File: src/rtl/pong_pkg.sv
// Shared Pong types and playfield geometry: axis state / direction encodings, default
// screen and paddle sizes and the derived centre and bottom-most paddle positions.
package pong_pkg;

  typedef enum logic [1:0] {
    S_IDLE = 2'd0,
    S_SLOW = 2'd1,
    S_FAST = 2'd2
  } axis_state_e;

  typedef enum logic [1:0] {
    NONE = 2'd0,
    UP   = 2'd1,
    DOWN = 2'd2
  } dir_e;

  localparam int unsigned SCREEN_H_DEF = 120;
  localparam int unsigned PADDLE_H_DEF = 20;

  function automatic int unsigned calc_ymax(input int unsigned screen_h,
                                            input int unsigned paddle_h);
    return screen_h - paddle_h;
  endfunction

  function automatic int unsigned calc_center(input int unsigned screen_h,
                                              input int unsigned paddle_h);
    return (screen_h - paddle_h) / 2;
  endfunction

  localparam int unsigned YMAX_DEF   = calc_ymax(SCREEN_H_DEF, PADDLE_H_DEF);
  localparam int unsigned CENTER_DEF = calc_center(SCREEN_H_DEF, PADDLE_H_DEF);

endpackage

File: src/rtl/paddle_axis.sv
// One paddle axis: key decode, IDLE/SLOW/FAST FSM, hold counter and saturating Y register.
// Acceleration (FAST state and hold counter) is built only when PADDLE_ACCEL_EN is defined.
module paddle_axis
  import pong_pkg::*;
#(
  parameter int unsigned Y_W         = 7,
  parameter int unsigned YMAX        = YMAX_DEF,
  parameter int unsigned CENTER      = CENTER_DEF,
  parameter int unsigned SLOW_STEP   = 1,
  parameter int unsigned FAST_STEP   = 3,
  parameter int unsigned ACCEL_TICKS = 8
) (
  input  logic           clk_i,
  input  logic           rst_i,
  input  logic           tick_i,
  input  logic           run_i,
  input  logic           recenter_i,
  input  logic           up_i,
  input  logic           down_i,
  output logic [Y_W-1:0] y_o,
  output logic           fast_o
);

  typedef logic [Y_W:0] yext_t;

  localparam yext_t          YMAX_X   = yext_t'(YMAX);
  localparam logic [Y_W-1:0] CENTER_Y = (Y_W)'(CENTER);

  axis_state_e    state_q, state_d;
  dir_e           dir_q, dir_d, dir;
  logic [Y_W-1:0] y_q, y_d;
  logic           move, use_fast;
  yext_t          y_ext, step, sum, y_new;

`ifdef PADDLE_ACCEL_EN
  localparam int unsigned     HW      = $clog2(ACCEL_TICKS + 1);
  localparam logic [HW-1:0]   ACCEL_H = HW'(ACCEL_TICKS);
  localparam logic [HW-1:0]   HOLD_1  = HW'(1);
  logic [HW-1:0] hold_q, hold_d;
`endif

  // Both keys held cancels out, same as no key.
  always_comb begin
    dir = NONE;
    if (up_i && !down_i)      dir = UP;
    else if (down_i && !up_i) dir = DOWN;
  end

  always_comb begin
    state_d  = state_q;
    dir_d    = dir_q;
    y_d      = y_q;
    move     = 1'b0;
    use_fast = 1'b0;
`ifdef PADDLE_ACCEL_EN
    hold_d   = hold_q;
`endif
    if (recenter_i) begin
      state_d = S_IDLE;
      dir_d   = NONE;
      y_d     = CENTER_Y;
`ifdef PADDLE_ACCEL_EN
      hold_d  = '0;
`endif
    end else if (tick_i) begin
      if (!run_i || dir == NONE) begin
        state_d = S_IDLE;
        dir_d   = NONE;
`ifdef PADDLE_ACCEL_EN
        hold_d  = '0;
`endif
      end else begin
        move  = 1'b1;
        dir_d = dir;
`ifdef PADDLE_ACCEL_EN
        unique case (state_q)
          S_SLOW: begin
            if (dir == dir_q) begin
              hold_d = hold_q + HOLD_1;
              if (hold_d >= ACCEL_H) state_d = S_FAST;
            end else begin
              hold_d = HOLD_1;
            end
          end
          S_FAST: begin
            if (dir == dir_q) begin
              use_fast = 1'b1;
            end else begin
              state_d = S_SLOW;
              hold_d  = HOLD_1;
            end
          end
          default: begin
            state_d = S_SLOW;
            hold_d  = HOLD_1;
          end
        endcase
`else
        state_d = S_SLOW;
`endif
      end
    end
  end

  // Saturating move, one bit wider than Y so the down-sum cannot wrap.
  always_comb begin
    y_ext = {1'b0, y_q};
    step  = use_fast ? yext_t'(FAST_STEP) : yext_t'(SLOW_STEP);
    sum   = y_ext + step;
    y_new = y_ext;
    if (dir_d == UP) y_new = (y_ext < step) ? '0 : y_ext - step;
    else             y_new = (sum > YMAX_X) ? YMAX_X : sum;
  end

  always_ff @(posedge clk_i or posedge rst_i) begin
    if (rst_i) begin
      state_q <= S_IDLE;
      dir_q   <= NONE;
      y_q     <= CENTER_Y;
    end else begin
      state_q <= state_d;
      dir_q   <= dir_d;
      y_q     <= (move && !recenter_i) ? y_new[Y_W-1:0] : y_d;
    end
  end

`ifdef PADDLE_ACCEL_EN
  always_ff @(posedge clk_i or posedge rst_i) begin
    if (rst_i) hold_q <= '0;
    else       hold_q <= hold_d;
  end

  assign fast_o = (state_q == S_FAST);
`else
  assign fast_o = 1'b0;
`endif

  assign y_o = y_q;

endmodule

File: src/rtl/paddle_motion_ctrl.sv
// Pong paddle motion: frame-tick generator plus two independent paddle axes.
// Define PADDLE_ACCEL_EN to enable the SLOW->FAST acceleration of held keys.
module paddle_motion_ctrl
  import pong_pkg::*;
#(
  parameter int unsigned SCREEN_H    = SCREEN_H_DEF,
  parameter int unsigned PADDLE_H    = PADDLE_H_DEF,
  parameter int unsigned Y_W         = 7,
  parameter int unsigned TICK_DIV    = 833333,
  parameter int unsigned SLOW_STEP   = 1,
  parameter int unsigned FAST_STEP   = 3,
  parameter int unsigned ACCEL_TICKS = 8
) (
  input  logic           CLOCK_50,
  input  logic           reset,
  input  logic           p1_up,
  input  logic           p1_down,
  input  logic           p2_up,
  input  logic           p2_down,
  input  logic           run,
  input  logic           recenter,
  output logic [Y_W-1:0] p1_y,
  output logic [Y_W-1:0] p2_y,
  output logic           frame_tick,
  output logic           p1_fast,
  output logic           p2_fast
);

  localparam int unsigned       CNT_W   = $clog2(TICK_DIV);
  localparam logic [CNT_W-1:0]  CNT_TOP = CNT_W'(TICK_DIV - 1);
  localparam int unsigned       YMAX    = calc_ymax(SCREEN_H, PADDLE_H);
  localparam int unsigned       CENTER  = calc_center(SCREEN_H, PADDLE_H);

  logic [CNT_W-1:0] cnt_q, cnt_d;
  logic             tick_q, tick_d;

  // Free-running divider; recenter and run deliberately do not touch it.
  always_comb begin
    tick_d = (cnt_q == CNT_TOP);
    cnt_d  = tick_d ? '0 : cnt_q + CNT_W'(1);
  end

  always_ff @(posedge CLOCK_50 or posedge reset) begin
    if (reset) begin
      cnt_q  <= '0;
      tick_q <= 1'b0;
    end else begin
      cnt_q  <= cnt_d;
      tick_q <= tick_d;
    end
  end

  assign frame_tick = tick_q;

  paddle_axis #(
    .Y_W         (Y_W),
    .YMAX        (YMAX),
    .CENTER      (CENTER),
    .SLOW_STEP   (SLOW_STEP),
    .FAST_STEP   (FAST_STEP),
    .ACCEL_TICKS (ACCEL_TICKS)
  ) u_p1_axis (
    .clk_i      (CLOCK_50),
    .rst_i      (reset),
    .tick_i     (tick_q),
    .run_i      (run),
    .recenter_i (recenter),
    .up_i       (p1_up),
    .down_i     (p1_down),
    .y_o        (p1_y),
    .fast_o     (p1_fast)
  );

  paddle_axis #(
    .Y_W         (Y_W),
    .YMAX        (YMAX),
    .CENTER      (CENTER),
    .SLOW_STEP   (SLOW_STEP),
    .FAST_STEP   (FAST_STEP),
    .ACCEL_TICKS (ACCEL_TICKS)
  ) u_p2_axis (
    .clk_i      (CLOCK_50),
    .rst_i      (reset),
    .tick_i     (tick_q),
    .run_i      (run),
    .recenter_i (recenter),
    .up_i       (p2_up),
    .down_i     (p2_down),
    .y_o        (p2_y),
    .fast_o     (p2_fast)
  );

endmodule

File: config.mk
export PLATFORM = sky130hd
export DESIGN_NAME = paddle_motion_ctrl
export DESIGN_NICKNAME = d
export VERILOG_FILES = /design/src/rtl/pong_pkg.sv /design/src/rtl/paddle_axis.sv /design/src/rtl/paddle_motion_ctrl.sv
export SDC_FILE = /design/constraint.sdc
export NUM_CORES = 1
export LEC_CHECK = 0
export CELL_PAD_IN_SITES_DETAIL_PLACEMENT = 1
export CELL_PAD_IN_SITES_GLOBAL_PLACEMENT = 1
export CORE_MARGIN = 5
export CORE_UTILIZATION = 43
export DETAILED_ROUTE_END_ITERATION = 8
export PLACE_DENSITY = 0.82
export SYNTH_ARGS = -nofsm -noshare
export SYNTH_HDL_FRONTEND = slang
export SYNTH_SLANG_ARGS = --single-unit
File: constraint.sdc
create_clock -name CLOCK_50 -period 2.9 [get_ports CLOCK_50]
set_clock_uncertainty 0.05 [all_clocks]
set_input_delay 0.87 -clock CLOCK_50 [delete_from_list [all_inputs] [get_ports CLOCK_50]]
set_output_delay 0.87 -clock CLOCK_50 [all_outputs]
set_load 0.01 [all_outputs]
==> impl_results.md, run 1 <==
- Leading area contributor after synthesis: dfrtp_1
- Crit-path max FO: 7
- Core area: 5956 µm²
- R2R depth: 7
- Aggregate global-route resource usage: roughly 20%
- PnR worst setup slack: ~95 ps
- Post-synth EDFFs: 0
- Root Buffer: clkbuf_8
- Via density: 5.883
- Peak VDD IR: about 0.15 mV
- Share of cells above drive strength 1: 13.96%
- Critical Path AT: slightly below 3000 ps
- Hold Path Stages: 1
- Worst slew pin tran: roughly 650 ps
- DRC violations left: 0
- Final hold violation count: 0
- Post-CTS Hold Buffers: 0
- Vias: 2,506
- Fin crit period: 2805 ps
- Largest net degree at the start of global routing: 40
- Rows: 28
- Remaining global-route overflow: 0
- Status: finished, final reports clean
- DP Wirelength: around 5400 µm
- WL final: 7460 µm
- Pwr/cell area: 309.3 nW/µm²
- Chip Width: 88.26 µm
- Leak pwr: 1.267 nW
- NumNets Final: between 300 and 400
- Initial Util: 44.22%
- CTS tree: built
- # setup viols final: 0
- Area share of the largest cell type after synthesis: a little under a third
- Slew HR: 56.44%
- Kind of critical path: in -> reg
- WP data required: 3030 ps
- Library cells used by synthesis: 55
- Routability cong.: 0.8976
- RSZ-0062 raised after global routing: false
- Post-CTS Setup Repair Bufs: 0
- Pins Over Slew Limit: 0
- Top cells by area, synth: dfrtp_1 (31%), dfstp_2 (6.0%), nor2_1 (5.3%)
- Crit start category: input pin
- Register area share after synthesis: 37.34%
- CTS resizes: 0
- Max-cap violations: 0
- Yosys reg bits: 39
- Antenna violations before repair: 0
- Tightest Hold Check Type: reg -> reg
- Die height: approximately 90 µm
- Clk slew on worst S/H paths: 80 ps
- Post-Syn Area: 2634 µm²
- Clock Latency Late Sink: 300 ps
- Area grow syn2layout: 19.62%
- Full die area: approximately 7800 µm²
- Syn_area_per_cell: approximately 8.4 µm²
- CP Capture Type: flip-flop
- Initial DRC count: 92
- Input/output buffers: 22
- Drt first pass iters: 4
- Period utilisation layout: slightly below 100%
- Antenna Cells: 0
- YS warnings: 0
- Cells after Synth: 312
- Commonest non-fill, non-tap cell in the layout: nor2_1
- Main flop type after synthesis: dfrtp_1
- TritonCTS buffer count: 5
- Most frequent cells in the layout: nor2_1 (37), dfrtp_1 (33), nand2_1 (29), buf_4 (24), clkdlybuf4s50_1 (22)
- Post-synth ARST share: 100.0%
- # H-tree levels: 2
- Wirelength per Cell: 17.51 µm
- Final Util: 52.90%
- CTS sink cnt: 39
- Max frequency: approximately 360 MHz
- Pre-CTS WS: -221.7 ps
- Post-DRT Antenna Nets: 0
- Ports: 25
- Vias in the first global route: 2,574
- First-pass GRT wire length: 12,550 µm
- Bufs on Longest Clock Path: 2
[logic make-up (layout without fill, tap and decap cells)]
| group | Yosys count | after routing | share of synthesized area [%] |
|---|---|---|---|
| XOR/XNOR | 22 | 22 | 7.316 |
| flip-flops | 39 | 39 | 37.34 |
| other | 1 | 2 | 0.1424 |
| AO/OA/AOI/OAI | 74 | 74 | 19.57 |
| adder cells (fa/ha/maj) | 10 | 10 | 4.751 |
| multiplexers | 1 | 1 | 0.3801 |
| AND/OR/NAND/NOR | 133 | 133 | 25.51 |
| buffers and inverters | 32 | 70 | 4.988 |
[through the flow]
step	cell area, µm²	total power, mW	setup TNS, ps	hold WS (ps)	std cells
floorplan	2638	0.5814	0	410.1	313
global placement	3060	0.6093	-509.6	436.7	418
detailed placement	3060	0.6120	-1588	452.3	418
CTS	3146	0.9861	0	465.7	426
global route	3151	1.020	0	482.5	426
finish	3151	0.9745	0	463.6	426
[Yosys cell counts, types with 2 or more instances]
library cell	count
xnor2_1	11
a22o_1	4
or3_1	3
xor2_1	11
nor2_1	37
a211oi_1	4
a2bb2oi_1	2
ha_1	10
o22ai_1	3
dfrtp_1	33
nor3_1	6
and2_1	3
a31oi_1	5
o32ai_1	2
a21oi_1	13
clkbuf_1	13
nor4_1	4
a31o_2	3
nand4_1	8
o31ai_1	2
nor2b_1	3
and3_1	5
o21ai_1	6
o21ai_0	14
inv_1	16
nand2b_1	5
nor4b_1	2
dfstp_2	6
a21o_1	3
and4_1	3
buf_4	3
nand3_1	18
nand2_1	29
[critical path, cell delays in order]
cell	delay [ps]
clkdlybuf4s50_1	480
inv_1	50
ha_1	290
nand2b_1	200
a31o_2	330
and2_1	180
a311o_1	330
nand2_1	120
o21ai_1	80
[routing by layer]
| layer | wire length [µm] | global-route usage, % | vias to the layer above |
|---|---|---|---|
| met4 | 96 | 6.181 | 0 |
| met3 | 260 | 3.631 | 8 |
| li1 | - | - | 1184 |
| met2 | 3883 | 36.71 | 58 |
| met5 | 0 | 0 | - |
| met1 | 3220 | 25.10 | 1256 |
[flip-flops by register name, indices dropped and copies added, names as in the netlist]
| signal | count |
|---|---|
| cnt_q | 20 |
| frame_tick | 1 |
| u_p1_axis.dir_q | 2 |
| u_p1_axis.y_o | 7 |
| u_p2_axis.dir_q | 2 |
| u_p2_axis.y_o | 7 |
[layout make-up]
cell class	instances	area, µm²
Inverter	16	60.06
Tap cell	75	93.84
Clock buffer	6	72.57
Fill cell	735	2805
Timing Repair Buffer	46	400.4
Multi-Input combinational cell	242	1528
Sequential cell	39	983.4
Clock inverter	2	12.51
[worst paths after layout]
| path | start | to | slack, ps |
|---|---|---|---|
| max reg2reg | u_p2_axis.y_o[1] | u_p2_axis.y_o[2] | 540 |
| min reg2reg | cnt_q[0] | cnt_q[0] | 460 |
| max in group asynchronous | reset | u_p1_axis.y_o[5] | 1480 |
| min | cnt_q[0] | cnt_q[0] | 460 |
| max | p1_up | u_p1_axis.y_o[0] | 100 |
| min in group asynchronous | reset | u_p1_axis.dir_q[0] | 950 |
[where the power goes]
group          leakage [nW]  internal, mW  total [mW]         switching, mW
registers             0.510         0.544       0.544  0.000000000000000633
clock network        0.0412         0.168       0.374                 0.206
logic                 0.716        0.0250      0.0566                0.0316
total                  1.27         0.737       0.974                 0.237
(Power assumes the default switching activity.)
==> run 2, diff against run 1 <==
SLEW_MARGIN = 20   (was unset)
==> results of run 2 <==
Final layout, timing and power as in run 1 (identical DEF).
==> run 3, diff against run 2 <==
SLEW_MARGIN = 25   (was 20)
==> results of run 3 <==
Final layout, timing and power as in run 1 (identical DEF).
==> RTL edit 1: new RTL, config.mk and constraints of run 2 <==
Add a define of `PADDLE_ACCEL_EN`.
--- a/src/rtl/paddle_axis.sv
+++ b/src/rtl/paddle_axis.sv
@@ -1,4 +1,6 @@
 // One paddle axis: key decode, IDLE/SLOW/FAST FSM, hold counter and saturating Y register.
 // Acceleration (FAST state and hold counter) is built only when PADDLE_ACCEL_EN is defined.
+`define PADDLE_ACCEL_EN
+
 module paddle_axis
   import pong_pkg::*;
Behaviour: same outputs for any inputs over 10 cycles, from zero or initial values and one cycle with reset high; that may be too few to reach the edited logic, so the function may still have changed.
==> RTL edit 1 against run 2 <==
Via count is 43% higher. Sequential cell count is 12 higher. Wire length is 74% higher. The flow now finishes with violations (negative setup slack). Die area is 28% higher. Setup slack worse by 730 ps. Synthesized area is 32% higher. Power is 34% higher. Hold slack worse by 7.6 ps. Cell area is 57% higher.
==> RTL edit 1: results (changes against run 2) <==
status finished, violations left (was finished, final reports clean); violated checks negative setup slack; clk slew on worst S/H paths 100 ps (was 80 ps); WL final 12,900 um (was 7460 um); Post-Synthesis Cells 399 (was 312); register area share after synthesis 37.0% (was 37.3%); clock latency on the worst-skew pair 320 ps (was 300 ps); Peak VDD IR 284 uV (was 154 uV); max reg flops 20 (unchanged); Crit-path slowest cell or4_1 (was clkdlybuf4s50_1); initial antenna violation count 0 (unchanged); net count after synthesis between 400 and 500; Pleak 2.13 nW (was 1.27 nW); Tightest Hold Check Type register to register (unchanged); Synth area leaders dfrtp_1 32%, nor2_1 5.6%, ha_1 5.0% (was dfrtp_1 31%, dfstp_2 6.0%, nor2_1 5.3%); Async SR Flop Fraction 100% (unchanged); worst setup margin -637 ps (was 95.5 ps); H-tree Lvls 2 (unchanged); gpl congestion 0.877 (was 0.898); setup_tns -6240 ps (was 0 ps); Setup-failing EPs final 14 (was 0); CP Data Arrival Time 3700 ps (was 2930 ps); clock root buffer clkbuf_8 (unchanged); largest net degree at the start of global routing 52 (was 40); starting DRC count in detailed routing 166 (was 92); largest stage delay on the critical path 390 ps (was 480 ps); hold buffer count at CTS 0 (unchanged); vias in the first global route 3,893 (was 2,574); DR pass1 iterations 5 (was 4); Commonest cells post-synth 52 x nor2_1, 45 x dfrtp_1, 33 x nand2_1, 23 x o21ai_0, 22 x inv_1 (was 37 x nor2_1, 33 x dfrtp_1, 29 x nand2_1, 18 x nand3_1, 16 x inv_1); NumNets Final 522 (was 368); unique cell type count in the Yosys netlist 65 (was 55); GRT Total Usage 23.8% (was 20.5%); Critical Path Fanout Max 3 (was 7); via count 3,595 (was 2,506); Fillers 872 (was 735); GR Layer Usage met2 44.3% (was 36.7%); Final Non-Filler Cells 599 (was 426); met1 usage 27.5% (was 25.1%); met3 track demand over resource 3.82% (was 3.63%); dpl hpwl 7750 um (was 5390 um); yosys warns 0 (unchanged); placed cell areas 0.00444 mm^2 (was 0.00306 mm^2); IO Port Bufs 24 (was 22); dpl cells 576 (was 418); largest reg by FF count cnt_q (unchanged); Clock Path Buffers 2 (unchanged); TritonCTS Buffers 5 (unchanged); Worst Tran Pin Value 595 ps (was 648 ps); diode count 0 (unchanged); layout cells sized above 1 34.2% (was 14.0%); first-pass GRT wire length 19,000 um (was 12,600 um)
-- RTL edit 1: cell count changes after synthesis, sizes merged, moves of 6 or more --
| cell | before | now |
|---|---|---|
| nor2 | 37 | 52 |
| dfrtp | 33 | 45 |
| o21ai | 20 | 31 |
| a21oi | 13 | 20 |
| xor2 | 11 | 18 |
| clkbuf | 13 | 7 |
| inv | 16 | 22 |
| nor2b | 3 | 9 |
-- RTL edit 1: final cells by class --
type                       instances  area share (%)
sequential                        51            26.0
multi-input combinational        312            49.6
tap                              102            2.58
timing repair buffer             104            17.9
clock buffer                       6            1.47
inverter                          22            2.08
clock inverter                     2           0.329
-- RTL edit 1: timing repair --
item,in CTS,in global routing
setup endpoints to repair,14,14
setup buffers,13,5
gates resized for setup,75,28
pin swaps,34,22
-- RTL edit 1: power breakdown --
part	leakage (nW)	switching (W)	total [W]	internal [W]
sequential	0.674	0.00000430	0.000720	0.000715
combinational	1.42	0.0000764	0.000140	0.0000631
clock	0.0418	0.000269	0.000443	0.000174
-- RTL edit 1: routing by layer --
layer,part of all wire (%),up-vias
li1,-,1610
met4,2.5,0
met2,54,117
met1,39,1837
met5,0,-
met3,4.7,31
-- RTL edit 1: final timing paths --
path / cells past startpoint / endpoint / slack (ps) / startpoint
worst max-delay path: 16 / u_p1_axis.y_o[3] / -640 / p1_down
worst min-delay path: 1 / cnt_q[14] / 460 / cnt_q[14]
worst max register to register: 13 / u_p1_axis.y_o[3] / -280 / u_p1_axis.state_q[0]
worst min register to register: 1 / cnt_q[14] / 460 / cnt_q[14]
min in group asynchronous: 3 / cnt_q[19] / 860 / reset
max in group asynchronous: 3 / u_p1_axis.y_o[1] / 1630 / reset
-- RTL edit 1: cells by family after synthesis --
kind of cell,after synthesis,share of synthesized area (%)
AO/OA/AOI/OAI,93,17.8
flip-flops,51,37.0
adder cells (fa/ha/maj),18,7.36
XOR/XNOR,27,6.82
multiplexers,5,1.55
AND/OR/NAND/NOR,169,25.2
buffers and inverters,36,4.26
-- RTL edit 1: worst max-delay path, delay by kind of cell --
| family | cells | cell delay (ps) |
|---|---|---|
| AOI/OAI and AO/OA | 2 | 340 |
| xor gates and xnor gates | 1 | 170 |
| adders and majority gates | 3 | 620 |
| buffers and inverters | 3 | 200 |
| muxes | 1 | 270 |
| and+or+nand+nor | 6 | 1220 |
-- RTL edit 1: through the flow --
| stage | total power, W | utilization (%) | setup WS (ps) | hold slack, ps |
|---|---|---|---|---|
| 3_3_place_gp | 0.000845 | 56.8 | -1270 | 427 |
| 4_1_cts | 0.00130 | 61.2 | -486 | 455 |
| 6_report | 0.00130 | 63.3 | -637 | 456 |
| 5_1_grt | 0.00136 | 63.3 | -674 | 476 |
| 3_5_place_dp | 0.000850 | 56.8 | -1390 | 438 |
| 2_1_floorplan | 0.000788 | - | -607 | 394 |
==> RTL edit 2: new RTL, settings of run 2 <==
Without the edit above. The 3 values of `dir_e` get a one-hot encoding in 3 bits.
--- a/src/rtl/pong_pkg.sv
+++ b/src/rtl/pong_pkg.sv
@@ -9,8 +9,8 @@
   } axis_state_e;
 
-  typedef enum logic [1:0] {
-    NONE = 2'd0,
-    UP   = 2'd1,
-    DOWN = 2'd2
+  typedef enum logic [2:0] {
+    NONE = 3'b001,
+    UP   = 3'b010,
+    DOWN = 3'b100
   } dir_e;
 
Function: same outputs for any inputs over 10 cycles, from zero or initial values and one cycle with reset high; not proved beyond that.
==> RTL edit 2 against run 2 <==
Clock power is 29% higher. Count of clock-buffer cells in the layout is 1 lower. Wire length is 2.5% lower. Cell area is 3.5% higher. Maximum frequency is 1.5% lower. Synthesized area is 3.2% higher. Synthesized cell count is 3.2% higher. Cell count is 2.8% higher. Sequential cell count is 2 higher. Setup slack worse by 43 ps. Power is 15% higher. Combinational power is 13% higher. Critical path type unchanged. Largest cell class unchanged.
==> RTL edit 2: results (changes against run 2) <==
Post-Synth Adder-Cell Area 4.60% (was 4.75%); GRT Total Usage 19.2% (was 20.5%); clock latency on the worst-skew pair 300 ps (about the same); CP Data Arrival Time 3020 ps (was 2930 ps); Synth Area in XOR/XNOR 7.09% (was 7.32%); Worst R2R Setup Slack 520 ps (was 540 ps); largest reg by FF count cnt_q (unchanged); via count 2,535 (was 2,506); vias in the first global route 2,614 (was 2,574); mux share of post-synthesis cell area 0.737% (was 0.380%); starting DRC count in detailed routing 91 (was 92); DR pass1 iterations 4 (unchanged); unique cell type count in the Yosys netlist 49 (was 55); first-pass GRT wire length 12,100 um (was 12,600 um); clk slew on worst S/H paths ~90 ps; r2r worst-path depth 7 (unchanged); initial antenna violation count 0 (unchanged); largest net degree at the start of global routing 42 (was 40); Top Family by Delay on Critical Path compound AO/OA/AOI/OAI gates (unchanged); Critical Path Fanout Max 3 (was 7); register area share after synthesis 38.1% (was 37.3%); IO Port Bufs 22 (unchanged); Fillers 757 (was 735); dpl hpwl 5320 um (was 5390 um); Async SR Flop Fraction 100% (unchanged); dpl cells 430 (was 418); TritonCTS Buffers 5 (unchanged); Setup WS pre-CTS -339 ps (was -222 ps); Synth area leaders dfrtp_1 30%, dfstp_2 7.7%, nor2_1 5.0% (was dfrtp_1 31%, dfstp_2 6.0%, nor2_1 5.3%); WL final 7270 um (was 7460 um); vias per cell 5.79 (was 5.88); Peak VDD IR 227 uV (was 154 uV); gpl congestion 0.938 (was 0.898); largest stage delay on the critical path 470 ps; yosys warns 0 (unchanged); status finished, final reports clean (unchanged); Pleak 1.40 nW (was 1.27 nW); clock root buffer clkbuf_8 (unchanged); final hold slack 457 ps (was 464 ps); placed cell areas 0.00314 mm^2 (was 0.00306 mm^2); slew margin rel. 60.4% (was 56.4%); NumNets Final 378 (was 368); Clock Path Buffers 2 (unchanged); layout cells sized above 1 14.7% (was 14.0%); H-tree Lvls 2 (unchanged); syn avg cell area 8.44 um^2 (about the same); Commonest cells post-synth 36 x nor2_1, 33 x dfrtp_1, 25 x a21oi_1, 25 x nand2_1 (was 37 x nor2_1, 33 x dfrtp_1, 29 x nand2_1, 18 x nand3_1, 16 x inv_1); fraction of the mapped netlist area in compound gates 17.3% (was 19.6%); ys flop type dfrtp_1 (unchanged); worst setup margin 52.6 ps (was 95.5 ps)
[RTL edit 2: report_power, final]
group	switching [W]	internal, W	total, W
logic	0.0000353	0.0000287	0.0000640
registers	0.00000328	0.000573	0.000576
clock network	0.000225	0.000258	0.000483
[RTL edit 2: what timing repair did]
item                       CTS  global route
setup endpoints to repair    1             3
resized for setup            1             3
hold buffers                 0             0
[RTL edit 2: routing by layer]
layer,vias up,part of all wire [%],wire (um),global-route usage (%)
met1,1270,44,3200,23.8
met4,0,1.3,93,4.47
li1,1202,-,-,-
met3,11,3.5,251,3.04
met2,52,51,3730,34.8
met5,-,0,0,0
[RTL edit 2: worst reg2reg max path: stages, from the launching register on]
cell	delay [ps]
dfstp_2	650
ha_1	290
a21boi_0	200
o22ai_1	100
o31ai_1	390
a31oi_1	200
o31ai_1	300
a21o_1	150
[RTL edit 2: area by class of cell]
cell class	instances	area (um^2)	area share (%)
Sequential cell	41	1040	31.8
Clock inverter	3	46.3	1.42
Timing Repair Buffer	44	385	11.8
Clock buffer	5	68.8	2.11
Inverter	19	71.3	2.19
Tap cell	77	96.3	2.96
Multi-Input combinational cell	249	1560	47.7
[RTL edit 2: worst paths after layout]
path | startpoint | end
worst max-delay path | p2_up | u_p2_axis.y_o[3]
worst min-delay path | cnt_q[11] | cnt_q[11]
worst max register to register | u_p1_axis.y_o[1] | u_p1_axis.y_o[3]
worst min register to register | cnt_q[11] | cnt_q[11]
max in group asynchronous | reset | u_p2_axis.dir_q[0]
min in group asynchronous | reset | u_p2_axis.y_o[2]
[RTL edit 2: cell families (layout without fill, tap and decap cells)]
kind of cell	count (synthesis)	after routing
buf+inv	33	71
flops	41	41
mux	2	2
fa+ha+maj	10	10
compound gates	73	73
simple gates	140	140
other cells	1	2
xor+xnor	22	22
